--- config.mk ---
export PLATFORM = sky130hd
export DESIGN_NAME = fsm_burst_source_flat
export DESIGN_NICKNAME = d
export VERILOG_FILES = /design/src/rtl/fsm_burst_source_if.sv /design/src/rtl/fsm_burst_source.sv /design/src/flat_wrapper.sv
export SDC_FILE = /design/constraint.sdc
export NUM_CORES = 1
export LEC_CHECK = 0
export ABC_AREA = 1
export CAP_MARGIN = 20
export CELL_PAD_IN_SITES_DETAIL_PLACEMENT = 1
export CELL_PAD_IN_SITES_GLOBAL_PLACEMENT = 1
export CORE_ASPECT_RATIO = 1.1
export CORE_MARGIN = 4
export CORE_UTILIZATION = 30
export CTS_CLUSTER_SIZE = 25
export DETAILED_ROUTE_END_ITERATION = 7
export MAX_ROUTING_LAYER = met4
export PLACE_DENSITY_LB_ADDON = 0.2
export SETUP_SLACK_MARGIN = 0.1
export SYNTH_ARGS = -nofsm -noshare
export SYNTH_HDL_FRONTEND = slang
export SYNTH_SLANG_ARGS = --single-unit
--- constraint.sdc ---
create_clock -name clk -period 8.2 [get_ports clk]
set_clock_uncertainty 0.05 [all_clocks]
set_input_delay 2.05 -clock clk [delete_from_list [all_inputs] [get_ports clk]]
set_output_delay 2.05 -clock clk [all_outputs]
set_load 0.05 [all_outputs]
--- src/rtl/fsm_burst_source_if.sv ---
// Valid/ready source bus carrying 32-bit data words.
// Ports: valid (source), ready (sink), data (source); master = source side.
interface fsm_burst_source_if;
    logic        valid;
    logic        ready;
    logic [31:0] data;

    modport master (
        output valid,
        output data,
        input  ready
    );

    modport slave (
        input  valid,
        input  data,
        output ready
    );
endinterface

--- src/rtl/fsm_burst_source.sv ---
// Burst transmitter FSM: emits len incrementing 32-bit words on a valid/ready bus.
// Ports: clk, rst (sync, active-high), start/burst_len/base_data/skip_wait request,
// pause/abort/clear_err control, src (master bus), state/counter/busy/done/error_flag status.
module fsm_burst_source #(
    parameter int WAIT_CYCLES = 4,
    parameter int PROC_CYCLES = 3,
    parameter int STALL_LIMIT = 16
) (
    input  logic                   clk,
    input  logic                   rst,
    input  logic                   start,
    input  logic [7:0]             burst_len,
    input  logic [31:0]            base_data,
    input  logic                   skip_wait,
    input  logic                   pause,
    input  logic                   abort,
    input  logic                   clear_err,
    fsm_burst_source_if.master     src,
    output logic [2:0]             state,
    output logic [7:0]             counter,
    output logic                   busy,
    output logic                   done,
    output logic                   error_flag
);

    typedef enum logic [2:0] {
        S_IDLE   = 3'b000,
        S_WAIT   = 3'b001,
        S_ACTIVE = 3'b010,
        S_PROC   = 3'b011,
        S_DONE   = 3'b100,
        S_ERROR  = 3'b101
    } state_e;

    localparam int SW = (STALL_LIMIT > 1) ? $clog2(STALL_LIMIT) : 1;
    localparam logic [7:0]    WAIT_LAST  = 8'(WAIT_CYCLES - 1);
    localparam logic [7:0]    PROC_LAST  = 8'(PROC_CYCLES - 1);
    localparam logic [SW-1:0] STALL_LAST = SW'(STALL_LIMIT - 1);

    state_e        state_q, state_d;
    logic [7:0]    counter_q, counter_d;
    logic          valid_q, valid_d;
    logic [31:0]   data_q, data_d;
    logic [7:0]    beat_cnt_q, beat_cnt_d;
    logic [SW-1:0] stall_cnt_q, stall_cnt_d;
    logic [7:0]    len_q, len_d;
    logic [31:0]   base_q, base_d;
    logic          busy_q, busy_d;
    logic          done_q, done_d;
    logic          error_q, error_d;
    logic          hs;

    always_comb begin
        state_d     = state_q;
        len_d       = len_q;
        base_d      = base_q;
        beat_cnt_d  = beat_cnt_q;
        stall_cnt_d = stall_cnt_q;
        hs          = valid_q && src.ready;

        case (state_q)
            S_IDLE: begin
                if (start) begin
                    len_d       = burst_len;
                    base_d      = base_data;
                    beat_cnt_d  = '0;
                    stall_cnt_d = '0;
                    if (burst_len == 8'd0)
                        state_d = S_ERROR;
                    else if (skip_wait)
                        state_d = S_ACTIVE;
                    else
                        state_d = S_WAIT;
                end
            end
            S_WAIT: begin
                if (abort)
                    state_d = S_ERROR;
                else if (counter_q == WAIT_LAST)
                    state_d = S_ACTIVE;
            end
            S_ACTIVE: begin
                // Counters update regardless of abort; they are unused after it.
                if (hs) begin
                    beat_cnt_d  = beat_cnt_q + 8'd1;
                    stall_cnt_d = '0;
                end else if (valid_q) begin
                    stall_cnt_d = stall_cnt_q + 1'b1;
                end
                if (abort)
                    state_d = S_ERROR;
                else if (hs) begin
                    if (beat_cnt_q == len_q - 8'd1)
                        state_d = S_PROC;
                    else if (pause)
                        state_d = S_WAIT;
                end else if (STALL_LIMIT != 0 && stall_cnt_q == STALL_LAST) begin
                    state_d = S_ERROR;
                end
            end
            S_PROC: begin
                if (abort)
                    state_d = S_ERROR;
                else if (counter_q == PROC_LAST)
                    state_d = S_DONE;
            end
            S_DONE: begin
                state_d = S_IDLE;
            end
            S_ERROR: begin
                if (clear_err)
                    state_d = S_IDLE;
            end
            default: begin
                state_d = S_ERROR;
            end
        endcase

        counter_d = (state_d != state_q) ? 8'd0 : counter_q + 8'd1;
        valid_d   = (state_d == S_ACTIVE);
        // Data only moves when a new beat is presented, keeping it stable under stall.
        data_d    = valid_d ? base_d + {24'd0, beat_cnt_d} : data_q;
        busy_d    = (state_d == S_WAIT) || (state_d == S_ACTIVE)
                 || (state_d == S_PROC);
        done_d    = (state_d == S_DONE);
        error_d   = (state_d == S_ERROR);
    end

    always_ff @(posedge clk) begin
        if (rst) begin
            state_q     <= S_IDLE;
            counter_q   <= '0;
            valid_q     <= 1'b0;
            data_q      <= '0;
            beat_cnt_q  <= '0;
            stall_cnt_q <= '0;
            len_q       <= '0;
            base_q      <= '0;
            busy_q      <= 1'b0;
            done_q      <= 1'b0;
            error_q     <= 1'b0;
        end else begin
            state_q     <= state_d;
            counter_q   <= counter_d;
            valid_q     <= valid_d;
            data_q      <= data_d;
            beat_cnt_q  <= beat_cnt_d;
            stall_cnt_q <= stall_cnt_d;
            len_q       <= len_d;
            base_q      <= base_d;
            busy_q      <= busy_d;
            done_q      <= done_d;
            error_q     <= error_d;
        end
    end

    assign src.valid  = valid_q;
    assign src.data   = data_q;
    assign state      = state_q;
    assign counter    = counter_q;
    assign busy       = busy_q;
    assign done       = done_q;
    assign error_flag = error_q;

endmodule
--- src/flat_wrapper.sv ---
// flat-port wrapper written by rule: the top's interface ports become plain ports
module fsm_burst_source_flat 
#(
    parameter int WAIT_CYCLES = 4,
    parameter int PROC_CYCLES = 3,
    parameter int STALL_LIMIT = 16
)
  (clk, rst, start, burst_len, base_data, skip_wait, pause, abort, clear_err, state, counter, busy, done, error_flag, src_valid, src_data, src_ready);
  fsm_burst_source_if src_i ();
  input  logic clk;
  input  logic rst;
  input  logic start;
  input  logic [7:0] burst_len;
  input  logic [31:0] base_data;
  input  logic skip_wait;
  input  logic pause;
  input  logic abort;
  input  logic clear_err;
  output logic [2:0] state;
  output logic [7:0] counter;
  output logic busy;
  output logic done;
  output logic error_flag;
  output wire logic [$bits(src_i.valid)-1:0] src_valid;
  output wire logic [$bits(src_i.data)-1:0] src_data;
  input wire logic [$bits(src_i.ready)-1:0] src_ready;
  assign src_valid = src_i.valid;
  assign src_data = src_i.data;
  assign src_i.ready = src_ready;
  fsm_burst_source #(.WAIT_CYCLES(WAIT_CYCLES), .PROC_CYCLES(PROC_CYCLES), .STALL_LIMIT(STALL_LIMIT)) u_core (.clk(clk), .rst(rst), .start(start), .burst_len(burst_len), .base_data(base_data), .skip_wait(skip_wait), .pause(pause), .abort(abort), .clear_err(clear_err), .src(src_i), .state(state), .counter(counter), .busy(busy), .done(done), .error_flag(error_flag));
endmodule
* Word-level counts from Yosys, hierarchy flattened *
Cells that the tools add are included.

word-level totals
  register bits = 99
  output and inout bits = 47

operators by class
  equality and inequality tests = 17
  multiplexer cells = 23
  reduce and logical (&&, ||, !) cells = 9
  $add $sub $neg = 5

operator list
  operator             count
  $mux 32              2
  $mux 3               12
  $add 32x8->32        1
  $pmux 3 s6           1
  $add 8x1->8 const B  2
  $eq 8x2->1 const B   2
  $mux 8               2
  $pmux 8 s2           1
  $eq 3x2->1 const B   4
  $eq 3x3->1 const B   4
  $mux 4               3
  $eq 8x8->1           1
  $logic_not 8->1      1
  $pmux 4 s2           1
  $sub 8x1->8 const B  1
  $eq 3x1->1 const B   2
  $add 4x1->4 const B  1
  $eq 4x4->1 const B   1
  $logic_not 3->1      1
  $ne 3x1->1 const B   1
  $ne 3x3->1           1
  $reduce_and 3->1     1
  $logic_or 1x1->1     2
  $mux 2               1
  other kinds (5)      5

* Depth between registers and ports, before layout *
Gate-level depths: netlist of the first run.

  depth after elaboration = 9
  gate-level depth with buffers = 25
  depth with buffers taken out = 25

* Least setup slack after synthesis of the first run *
OpenSTA, ideal clock, no wires.

  path type = input to register
  start point = in start
  end point = reg u_core.data_q[26] (netlist: u_core.src.data[26])
  required time = 8.034 ns
  data arrival time = 4.801 ns
  buffers on the path = 2
  setup slack = 3.233 ns
  library setup time = 0.116 ns
  cell stages on the path = 22
  cells stage by stage = inv_2 nor3_4 buf_6 clkbuf_1 or2_2 inv_1 a21oi_1 ha_1 inv_1 fa_1 o21ai_0 nand2_1 nand2_1 nand3_2 nor2_4 nand2_1 inv_2 nand3_1 o21ai_1 nand2_1 nor2_1 nor2_1

between the ends
  longest elaborated chain between the ends = 3
  elaborated cells on any way between the ends = 8

RTL lines
  element               line                     RTL
  start, declared       flat_wrapper.sv:12       input logic start;
  $mux 32               fsm_burst_source.sv:63   if (start) begin
  $mux 32               fsm_burst_source.sv:61   case (state_q)
  net u_core.base_d[0]  fsm_burst_source.sv:47   logic [31:0] base_q, base_d;
  $add 32x8->32         fsm_burst_source.sv:122  data_d = valid_d ? base_d + {24'd0, beat_cnt_d} : data_q;
  end signal, assigned  fsm_burst_source.sv:146  data_q <= data_d;
  end, declared         fsm_burst_source.sv:43   logic [31:0] data_q, data_d;

The timed path passes the listed nets, and every way through them passes these cells.
A chain may end at the register's enable or synchronous reset.

* Final worst setup path of the first run *
Ends and elaborated chain as after synthesis.

==> results.py, run 1 <==
metrics = {
    "logic_synthesis": {
        "synth_fp_nets": 925,
        "yosys_warnings": 0,
        "synth.cell_area_um2": 5670,
        "synthFlopType": "dfxtp_1",
        "synthArstFlopShare_pct": 0,
        "synthCells": 863,
        "synth_cell_type_count": 41,
        "ys_seq_elements": 99,
        "syn_avg_cell_area_um2": 6.57,
        "synth_enable_flop_cells": 0,
        "synth.yosys.seq_area_share_pct": 35.0,
    },
    "place": {
        "place_ws_ps": 1970,
        "dpl-instance-area_um2": 6810,
        "portBuffers": 94,
        "place_congestion": 0.846,
        "dp_hpwl_mm": 12.6,
    },
    "die": {
        "coreArea_um2": 18500,
        "rows": 52,
        "die_x_um": 139,
        "dieHeight_um": 152,
        "die_area_um2": 21200,
        "boundaryPins": 95,
        "initial_core_util_pct": 30.7,
    },
    "run_status": {
        "run_status": "complete, no violations",
    },
    "worst_setup_path": {
        "path_cells": "clkdlybuf4s50_1 > inv_2 > nor3_4 > or2_2 > inv_1 > a21oi_1 > ha_1 > inv_1 > fa_1 > o21ai_0 > nand2_1 > nand2_1 > nand3_2 > nor2_4 > nand2_1 > inv_2 > nand3_1 > o21ai_1 > nand2_1 > nor2_1 > nor2_1",
        "max_stage_delay_ps": 720,
        "cpMostUsedCell": "nand2_1",
        "slowest_stage": "nor3_4",
        "crit_path_max_fanout": 25,
        "crit_family": "simple AND/OR/NAND/NOR gates",
        "critPathLaunchType": "input pin",
        "worstSetupPathType": "in -> reg",
        "required_ps": 8400,
        "worst-path-buf-inv": 5,
        "crit_arrival_ps": 6030,
        "endpoint_kind": "flop",
    },
    "hold_path": {
        "hp-class": "reg -> reg",
    },
    "clock_tree": {
        "ctsHtreeMaxLevel": 3,
        "cts_tree": "yes",
        "cts.clk_slew.worst_paths_ps": 70,
        "postCtsSetupRepairBufs": 0,
        "cts_sinks": 99,
        "cts_buffer_depth": 2,
        "clkLatencyLatePin_ps": 350,
        "clock-root-buffer": "clkbuf_16",
        "cts_hold_buf": 0,
        "cts_buffers": 9,
        "post_cts.resized_instances": 0,
    },
    "global_routing": {
        "grt_pass1_wl_mm": 27.2,
        "grt_usage_pct": 16.1,
        "grt_max_degree": 47,
        "grt_overflow": 0,
        "antenna_found_initial": 0,
        "grt_pass1_vias": 5548,
    },
    "timing": {
        "fmax_mhz": 172,
        "drv_slew": 0,
        "rsz0062_at_grt": "false",
        "hold_viol_final": 0,
        "setup_violations": 0,
        "fin_ws_ps": 2370,
        "fin_crit_sh_pct": 71.1,
        "final.setup.tns_ps": 0,
        "min_period_ps": 5830,
        "slew_headroom_pct": 42.8,
        "max_slew.worst_pin.slew_ps": 855,
    },
    "cells_and_area": {
        "final_nets": 1009,
        "synthToLayoutAreaGrowth_pct": 25.8,
        "drive_gt1_share_pct": 8.19,
        "num_antenna_cells": 0,
        "final_core_util_pct": 38.6,
        "stdcell_area_um2": 7130,
    },
    "drt": {
        "routedWlPerCell_um": 13.8,
        "vias_per_cell": 4.56,
        "drtPass1Iterations": 4,
        "drt-total-wl_mm": 16.4,
        "vias": 5451,
        "drtIter0Drc": 195,
        "postRouteAntennaNets": 0,
        "drcViolationCount": 0,
    },
    "power": {
        "power_leakage_nw": 3.15,
        "p_per_area_nw_per_um2": 245,
        "ir_drop_uv": 112,
    },
    "flow_run": {
        "cap_violations": 0,
    },
}
worst min-delay path, stage by stage (launching register included):
cell and delay, ps:
dfxtp_1 320, nand2_1 60, a21oi_1 60
metrics by stage:
step / total power, W / std cells / hold WS [ps]
floorplan: 0.00109 / 863 / 405
global placement: 0.00129 / 1179 / 416
detailed placement: 0.00129 / 1179 / 422
CTS: 0.00178 / 1195 / 433
global route: 0.00187 / 1195 / 468
finish: 0.00175 / 1195 / 432
per-layer routing:
layer	global-route usage, %	wire length (um)	up-vias
met1	18.1	7170	2546
met4	5.17	301	0
li1	-	-	2828
met5	-	0	-
met2	29.8	8590	61
met3	1.85	377	16
synthesized netlist by cell type (2+ instances only):
master / number / area share [%]
nand3_1: 31 / 2.7
nor2_2: 6 / 0.66
nor2_1: 132 / 8.7
nand2_1: 188 / 12
nor2_4: 2 / 0.40
a211oi_1: 12 / 1.6
nor3_1: 16 / 1.4
a21oi_1: 40 / 3.5
o21a_1: 2 / 0.26
inv_1: 139 / 9.2
xnor2_1: 8 / 1.2
buf_2: 11 / 0.97
xor2_1: 26 / 4.0
nand4_1: 7 / 0.77
clkbuf_1: 10 / 0.66
ha_1: 13 / 2.9
o21ai_1: 12 / 1.1
nand2_2: 5 / 0.55
a21boi_1: 2 / 0.26
nor3_2: 4 / 0.71
o21ai_0: 41 / 3.6
or2_1: 2 / 0.22
nand3_2: 2 / 0.35
a31oi_1: 2 / 0.22
o21ai_2: 10 / 1.5
buf_6: 5 / 0.99
dfxtp_1: 99 / 35
inv_2: 13 / 0.86
or2_2: 11 / 1.2
placed cells by master (no fill, tap or decap), types with 10 or more instances in the layout:
| cell | n |
|---|---|
| nand2_1 | 188 |
| inv_1 | 139 |
| nor2_1 | 132 |
| dfxtp_1 | 99 |
| clkdlybuf4s50_1 | 94 |
| o21ai_0 | 41 |
| a21oi_1 | 40 |
| nand3_1 | 31 |
| xor2_1 | 26 |
| nor3_1 | 16 |
| inv_2 | 13 |
| ha_1 | 13 |
| o21ai_1 | 12 |
| a211oi_1 | 12 |
| or2_2 | 11 |
| o21ai_2 | 10 |
path summary, 6_finish.rpt:
path | slack [ps] | to | cells past startpoint | start
setup reg to reg | 3930 | u_core.src.data[26] | 22 | u_core.state[1]
setup / recovery | 2370 | u_core.src.data[26] | 21 | start
hold reg to reg | 430 | u_core.len_q[7] | 2 | u_core.len_q[7]
hold / removal | 430 | u_core.len_q[7] | 2 | u_core.len_q[7]
power breakdown:
part / internal (W) / switching (W)
clock network: 0.000278 / 0.000200
logic: 0.000224 / 0.000455
registers: 0.000550 / 0.0000393
total: 0.00105 / 0.000694
sequential cells by signal, indices dropped and copies added (netlist names):
| register | flops |
|---|---|
| u_core.done | 1 |
| u_core.src.valid | 1 |
| u_core.busy | 1 |
| u_core.counter | 8 |
| u_core.base_q | 32 |
| u_core.src.data | 32 |
| u_core.error_flag | 1 |
| u_core.beat_cnt_q | 8 |
| u_core.state | 3 |
| u_core.len_q | 8 |
| u_core.stall_cnt_q | 4 |
cell families (layout without fill, tap and decap cells):
kind of cell | count (synthesis) | in the layout | synth area share [%]
AND/OR/NAND/NOR | 410 | 410 | 30.9
adder cells (fa/ha/maj) | 14 | 14 | 3.22
XOR/XNOR | 34 | 34 | 5.25
buffers and inverters | 180 | 269 | 12.8
AO/OA/AOI/OAI | 126 | 126 | 12.8
flip-flops | 99 | 99 | 35.0
layout make-up:
| class | instances | area (um2) |
|---|---|---|
| tap | 243 | 304 |
| timing repair buffer | 100 | 986 |
| clock buffer | 11 | 243 |
| sequential | 99 | 1980 |
| multi-input combinational | 584 | 2960 |
| inverter | 153 | 574 |
| fill | 2408 | 11300 |
| clock inverter | 5 | 85.1 |
Power figures use the tool's default switching activity.
==> run 2: changes to the inputs <==
==> constraint.sdc (replaced) <==
create_clock -name clk -period 5.32 [get_ports clk]
set_clock_uncertainty 0.05 [all_clocks]
set_input_delay 1.33 -clock clk [delete_from_list [all_inputs] [get_ports clk]]
set_output_delay 1.33 -clock clk [all_outputs]
set_load 0.05 [all_outputs]
==> run 2 against run 1 <==
  * Count of clock-buffer cells in the layout is 2 lower
  * Final cell count is 0.42% higher
  * Register-to-register slack worse by 2500 ps
  * Total power is 54% higher
  * Sequential power is 53% higher
  * Core utilization is 0.17 points higher
  * Design area is 0.44% higher
  * Critical endpoint unchanged
  * Largest cell class unchanged
  * Largest power group unchanged
==> results.py, run 2 (synthesis gave the netlist of run 1 again) <==
metrics = {
    "die": {
        "coreArea_um2": 18500,
        "boundaryPins": 95,
        "die_area_um2": 21200,
        "rows": 52,
        "initial_core_util_pct": 30.7,
        "die_x_um": 139,
        "dieHeight_um": 152,
    },
    "place": {
        "dp_hpwl_mm": 13.3,
        "place_congestion": 0.829,
        "dpl.cell_count": 1185,
        "portBuffers": 94,
        "dpl-instance-area_um2": 6850,
    },
    "drt": {
        "drcViolationCount": 0,
        "vias_per_cell": 4.57,
        "drt-total-wl_mm": 16.9,
        "drtIter0Drc": 151,
        "routedWlPerCell_um": 14.1,
        "drtPass1Iterations": 4,
        "postRouteAntennaNets": 0,
        "vias": 5488,
    },
    "power": {
        "ir_drop_uv": 149,
        "p_total_w": 0.00269,
        "power_leakage_nw": 3.18,
        "p_per_area_nw_per_um2": 375,
    },
    "clock_tree": {
        "ctsHtreeMaxLevel": 3,
        "clkLatencyLatePin_ps": 350,
        "cts_sinks": 99,
        "cts_tree": "yes",
        "cts.clk_slew.worst_paths_ps": 70,
        "clock-root-buffer": "clkbuf_16",
        "post_cts.resized_instances": 0,
        "cts_buffer_depth": 2,
        "cts_buffers": 9,
        "cts_hold_buf": 0,
        "postCtsSetupRepairBufs": 0,
    },
    "cells_and_area": {
        "synthToLayoutAreaGrowth_pct": 26.4,
        "final_cell_mix": "188 x nand2_1, 139 x inv_1, 132 x nor2_1",
        "num_antenna_cells": 0,
        "fin_cells": 1200,
        "final_nets": 1015,
        "stdcell_area_um2": 7160,
        "drive_gt1_share_pct": 8.78,
        "final_common_cell": "nand2_1",
        "num-fill-cells": 2434,
    },
    "timing": {
        "fin_crit_sh_pct": 87.1,
        "setup_violations": 0,
        "fmax_mhz": 216,
        "max_slew.worst_pin.slew_ps": 760,
        "rsz0062_at_grt": "false",
        "min_period_ps": 4630,
        "drv_slew": 0,
        "final.setup.tns_ps": 0,
        "slew_headroom_pct": 49.2,
        "hold_viol_final": 0,
    },
    "global_routing": {
        "grt_pass1_vias": 5641,
        "grt_pass1_wl_mm": 28.0,
        "grt_overflow": 0,
        "antenna_found_initial": 0,
        "grt_usage_pct": 16.7,
        "grt_max_degree": 44,
    },
    "worst_setup_path": {
        "slowest_stage": "clkdlybuf4s50_1",
        "cpMostUsedCell": "nand2_1",
        "r2r-end": "u_core.src.data[26]",
        "cp-startpoint": "start",
        "worstSetupPathType": "in -> reg",
        "path_cells": "clkdlybuf4s50_1 > inv_2 > nor3_4 > buf_4 > nor2_1 > inv_1 > a21oi_1 > ha_1 > inv_1 > fa_1 > o21ai_0 > nand2_1 > nand2_1 > nand3_2 > nor2_4 > nand2_1 > inv_2 > nand3_1 > o21ai_1 > nand2_1 > nor2_1 > nor2_1",
        "crit_path_max_fanout": 23,
        "crit_arrival_ps": 4840,
        "cp-endpoint": "u_core.src.data[26]",
        "rr_startpoint": "u_core.state[0]",
        "max_stage_delay_ps": 530,
        "critPathLaunchType": "input pin",
        "crit_family": "simple AND/OR/NAND/NOR gates",
        "path_depth": 22,
        "required_ps": 5520,
        "worst-path-buf-inv": 6,
        "r2r_cells": 23,
        "reg2reg_slack_ps": 1430,
        "endpoint_kind": "flop",
    },
    "flow_run": {
        "cap_violations": 0,
    },
    "hold_path": {
        "hp-class": "reg -> reg",
    },
    "run_status": {
        "run_status": "complete, no violations",
    },
}
-- run 2: layout make-up --
type / count / area, um2 / area share, %
Multi-Input combinational cell: 584 / 2960 / 41.3
Tap cell: 243 / 304 / 4.24
Timing Repair Buffer: 106 / 1030 / 14.4
Inverter: 153 / 574 / 8.02
Clock buffer: 9 / 225 / 3.14
Clock inverter: 6 / 88.8 / 1.24
Sequential cell: 99 / 1980 / 27.7
-- run 2: routing by layer --
metal	global-route usage, %	vias to the layer above	wire, um
met5	-	-	0
li1	-	2842	-
met1	18.9	2564	7370
met2	30.2	64	8850
met4	4.89	0	274
met3	2.92	18	438
-- run 2: worst min-delay path, cell delays in order, from the launching register on --
cell     delay, ps
dfxtp_1        320
nand2_1         60
a21oi_1         60
-- run 2: power by group --
group          switching, W  internal, W  total, W
clock              0.000307     0.000411  0.000718
sequential        0.0000568     0.000847  0.000904
combinational      0.000714     0.000353   0.00107
total               0.00108      0.00161   0.00269
-- run 2: worst min-delay path by stage --
stage                           from                     to  slack, ps  depth (start not counted)
6_report             u_core.len_q[7]        u_core.len_q[7]        440                          2
3_5_place_dp         u_core.len_q[7]        u_core.len_q[7]        430                          2
3_3_place_gp         u_core.len_q[7]        u_core.len_q[7]        420                          2
4_1_cts              u_core.len_q[7]        u_core.len_q[7]        440                          2
2_1_floorplan  u_core.stall_cnt_q[1]  u_core.stall_cnt_q[1]        410                          2
5_1_grt          u_core.src.data[31]    u_core.src.data[31]        470                          2
-- run 2: metrics by stage --
step                hold slack, ps  utilization, %  setup WS (ps)
floorplan                      405               -           1070
global placement               418            37.1            415
detailed placement             428            37.1            259
CTS                            439            38.8            646
global route                   473            38.8            417
finish                         438            38.8            687
